**src/rtl/pia_arb_pkg.sv**
```systemverilog
// Shared types and constants for the PIA access arbiter.
// Optional feature macro: PIA_ARB_ROUNDROBIN_EN (see pia_arb_pick).
package pia_arb_pkg;

  typedef enum logic [1:0] {
    IDLE    = 2'd0,
    SETUP   = 2'd1,
    STROBE  = 2'd2,
    RECOVER = 2'd3
  } state_t;

  localparam logic PORT_CPU  = 1'b0;
  localparam logic PORT_HOST = 1'b1;

  localparam logic [1:0] REG_PA   = 2'd0;
  localparam logic [1:0] REG_PB   = 2'd1;
  localparam logic [1:0] REG_PC   = 2'd2;
  localparam logic [1:0] REG_CTRL = 2'd3;

endpackage

```
**src/rtl/pia_arb_pick.sv**
```systemverilog
// Two-way grant selection between CPU and host requests.
// PIA_ARB_ROUNDROBIN_EN selects round-robin; otherwise CPU wins ties.
module pia_arb_pick
  import pia_arb_pkg::*;
(
  input  logic cpu_req,
  input  logic host_req,
  input  logic prio,
  output logic grant_valid,
  output logic grant
);

  assign grant_valid = cpu_req | host_req;

`ifdef PIA_ARB_ROUNDROBIN_EN
  // prio names the port favoured on a tie
  always_comb begin
    grant = PORT_CPU;
    if (cpu_req && host_req) begin
      grant = prio;
    end else if (host_req) begin
      grant = PORT_HOST;
    end
  end
`else
  logic unused_prio;
  assign unused_prio = prio;
  assign grant = cpu_req ? PORT_CPU : PORT_HOST;
`endif

endmodule

```
**src/rtl/pia_access_arbiter.sv**
```systemverilog
// CPU/host arbiter sequencing setup/strobe/recover cycles to the 8255 PIA.
// Tie-break policy set by PIA_ARB_ROUNDROBIN_EN inside pia_arb_pick.
module pia_access_arbiter
  import pia_arb_pkg::*;
(
  input  logic       clk,
  input  logic       reset,
  input  logic       cpu_req,
  input  logic       cpu_we,
  input  logic [1:0] cpu_addr,
  input  logic [7:0] cpu_din,
  output logic       cpu_ack,
  output logic [7:0] cpu_rdata,
  input  logic       host_req,
  input  logic       host_we,
  input  logic [1:0] host_addr,
  input  logic [7:0] host_din,
  output logic       host_ack,
  output logic [7:0] host_rdata,
  output logic       pia_cs,
  output logic [1:0] pia_address,
  output logic [7:0] pia_din,
  output logic       pia_we,
  input  logic [7:0] pia_dout
);

  state_t state;
  logic   lat_we;
  logic   lat_port;
  logic   prio;
  logic   grant_valid;
  logic   grant;

  pia_arb_pick u_pick (
    .cpu_req     (cpu_req),
    .host_req    (host_req),
    .prio        (prio),
    .grant_valid (grant_valid),
    .grant       (grant)
  );

  always_ff @(posedge clk or posedge reset) begin
    if (reset) begin
      state       <= IDLE;
      lat_we      <= 1'b0;
      lat_port    <= PORT_CPU;
      prio        <= PORT_CPU;
      pia_cs      <= 1'b0;
      pia_we      <= 1'b0;
      pia_address <= 2'd0;
      pia_din     <= 8'd0;
      cpu_ack     <= 1'b0;
      host_ack    <= 1'b0;
      cpu_rdata   <= 8'd0;
      host_rdata  <= 8'd0;
    end else begin
      cpu_ack  <= 1'b0;
      host_ack <= 1'b0;
      pia_we   <= 1'b0;
      unique case (state)
        IDLE: begin
          if (grant_valid) begin
            state    <= SETUP;
            pia_cs   <= 1'b1;
            lat_port <= grant;
            prio     <= ~grant;
            if (grant == PORT_HOST) begin
              lat_we      <= host_we;
              pia_address <= host_addr;
              pia_din     <= host_din;
            end else begin
              lat_we      <= cpu_we;
              pia_address <= cpu_addr;
              pia_din     <= cpu_din;
            end
          end
        end
        SETUP: begin
          state  <= STROBE;
          pia_we <= lat_we;
        end
        STROBE: begin
          state <= RECOVER;
          // pia_dout is combinational; sample it at the end of the strobe
          if (!lat_we) begin
            if (lat_port == PORT_HOST) begin
              host_rdata <= pia_dout;
            end else begin
              cpu_rdata <= pia_dout;
            end
          end
          if (lat_port == PORT_HOST) begin
            host_ack <= 1'b1;
          end else begin
            cpu_ack <= 1'b1;
          end
        end
        RECOVER: begin
          state  <= IDLE;
          pia_cs <= 1'b0;
        end
        default: begin
          state <= IDLE;
        end
      endcase
    end
  end

endmodule

```
**config.mk**
```make
export PLATFORM = sky130hd
export DESIGN_NAME = pia_access_arbiter
export DESIGN_NICKNAME = d
export VERILOG_FILES = /design/src/rtl/pia_arb_pkg.sv /design/src/rtl/pia_arb_pick.sv /design/src/rtl/pia_access_arbiter.sv
export SDC_FILE = /design/constraint.sdc
export NUM_CORES = 1
export LEC_CHECK = 0
export ABC_AREA = 0
export CAP_MARGIN = 20
export CORE_UTILIZATION = 35
export DETAILED_ROUTE_END_ITERATION = 12
export GPL_TIMING_DRIVEN = 0
export PLACE_DENSITY = 0.68
export RECOVER_POWER = 50
export SKIP_CTS_REPAIR_TIMING = 1
export SLEW_MARGIN = 40
export SYNTH_ARGS = -nofsm -noshare
export SYNTH_HDL_FRONTEND = slang
export SYNTH_HIERARCHICAL = 1
export SYNTH_SLANG_ARGS = --single-unit
```
**constraint.sdc**
```tcl
create_clock -name clk -period 2.5 [get_ports clk]
set_input_delay 0.75 -clock clk [delete_from_list [all_inputs] [get_ports clk]]
set_output_delay 0.75 -clock clk [all_outputs]
set_load 0.02 [all_outputs]
```
==> results.yml <==
status:
  status: "complete, no violations"
worst_setup_path:
  crit_buf_inv: 1
  crit_type: "reg2out"
  cp.arrival_ps: 1260
  worst_path_max_delay_cell: "clkdlybuf4s50_1"
  critPathTopFamily: "buffers and inverters"
  max_stage_delay_ps: 630
  start_kind: "flop"
  worstPathRequired_ps: 1750
  end_kind: "output pin"
  critPathMaxFanout: 2
  path_cells: "clkdlybuf4s50_1"
global_routing:
  antenna_found_initial: 0
  grt_usage: 0.160
  grt_pass1_wl_um: 5120
  gr-total-overflow: 0
  grt_pass1_vias: 1165
  grt_max_degree: 35
synth:
  netlist_instances: 113
  synth_area_um2: 1490
  synth.avg_cell_area_um2: 13.2
  synth_warnings: 6
  synth.net_count: 153
route:
  wire_per_inst_um: 14.3
  wl_met2_um: 1700
  drt-initial-drc-count: 9
  drt-total-wl_um: 3340
  wl_met1_um: 1350
  antenna_left: 0
  drc: 0
  via_count: 1121
  highest_layer: "met4"
  vias_per_cell: 4.81
  first_pass_iters: 3
  wl_met3_um: 241
worst_hold_path:
  hp-class: "reg2reg"
timing:
  skew_ps: 5.56
  rsz0062_at_grt: "false"
  period_share: 0.803
  fmax_mhz: 498
  hold_viol: 0
  fin_crit_ps: 2010
  slew_headroom: 0.164
  setup_viol: 0
  setup_ws_ps: 492
  worst_pin_slew_ps: 1250
  finalSetupTns_ps: 0
  slew_violations: 0
finish:
  multiInputGateArea_um2: 596
  fin_util: 0.557
  n_antenna_cell: 0
  nets: 223
  final_area_um2: 2260
  synthToLayoutAreaGrowth_pct: 51.5
  drive_above_1_share: 0.158
  seq_area_um2: 851
  num-fill-cells: 347
pwr:
  power_uw: 2770
  seqPwrFrac: 0.359
  leakagePower_uw: 0.000986
  peakVddDrop_mv: 0.522
  swShare: 0.372
  intPower_uw: 1740
  p_comb_frac: 0.507
  clkPwrFrac: 0.134
  p_per_area_nw_per_um2: 1230
  p_sw_uw: 1030
place:
  dp_hpwl_um: 2520
  dpl_cell_area_um2: 2180
  io_buffers: 63
  place_ws_ps: 365
  gp_congestion: 0.693
run:
  cap_violations: 0
clock_tree:
  clock_path_buffers: 2
  htreeDepth: 2
  root_buffer: "clkbuf_8"
  clk_latency_ps: 280
  cts_sinks: 34
  cts_tree: "yes"
  path_clk_slew_ps: 60
  numCtsBuffers: 5
floorplanning:
  io_pins: 64
  fp.coreArea_um2: 4060
  die_h_um: 67.3
  die_area_um2: 4530
  rows: 23
  initial_core_util: 0.368
  die_w_um: 67.3
[stage by stage]
step | instances | hold slack, ps
floorplan | 113 | 519
global placement | 226 | 487
detailed placement | 226 | 494
CTS | 233 | 508
global route | 233 | 528
finish | 233 | 506
[registers in the layout (all words and copies together) (netlist names)]
| name | count |
|---|---|
| lat_port | 1 |
| state | 2 |
| host_ack | 1 |
| host_rdata | 8 |
| pia_address | 2 |
| cpu_ack | 1 |
| pia_din | 8 |
| lat_we | 1 |
| pia_cs | 1 |
| cpu_rdata | 8 |
| pia_we | 1 |
[per-layer routing]
layer | track usage | vias to the layer above
li1 | - | 527
met1 | 0.162 | 548
met2 | 0.275 | 41
met3 | 0.0676 | 5
met4 | 0.0904 | 0
met5 | 0 | -
[power groups by stage]
stage / registers (uW) / logic (uW) / clock network (uW)
2_1_floorplan: 1280 / 474 / 0
3_3_place_gp: 986 / 1390 / 0
3_5_place_dp: 1010 / 1420 / 0
4_1_cts: 1000 / 1430 / 385
5_1_grt: 1030 / 1500 / 413
6_report: 995 / 1410 / 372
[placed cells by master (no fill, tap or decap), types with 2 or more instances in the layout]
cell,n
mux2i_1,14
dfrtp_1,34
a21oi_1,22
buf_2,3
inv_1,5
clkinv_2,2
clkdlybuf4s50_1,62
clkbuf_1,2
ha_1,6
mux2_2,18
clkbuf_8,5
and2_0,2
[final cells by class]
| cell class | count | share of cell area |
|---|---|---|
| repair buffers | 63 | 0.279 |
| multi-input cells | 69 | 0.264 |
| clock buffers | 5 | 0.0305 |
| flip-flops and latches | 34 | 0.377 |
| clock inverters | 2 | 0.00443 |
| inverters | 5 | 0.00831 |
| plain buffers | 5 | 0.00997 |
| well taps | 50 | 0.0277 |
[path summary, 6_finish.rpt]
kind,start,to,slack (ps),cells after the start
setup reg to reg,state[0],cpu_rdata[5],700,4
setup / recovery,cpu_rdata[3],cpu_rdata[3],490,1
hold reg to reg,host_rdata[5],host_rdata[5],510,1
min in group asynchronous,reset,cpu_rdata[5],1110,2
max in group asynchronous,reset,pia_din[2],640,2
hold / removal,host_rdata[5],host_rdata[5],510,1
(Power assumes the default switching activity.)
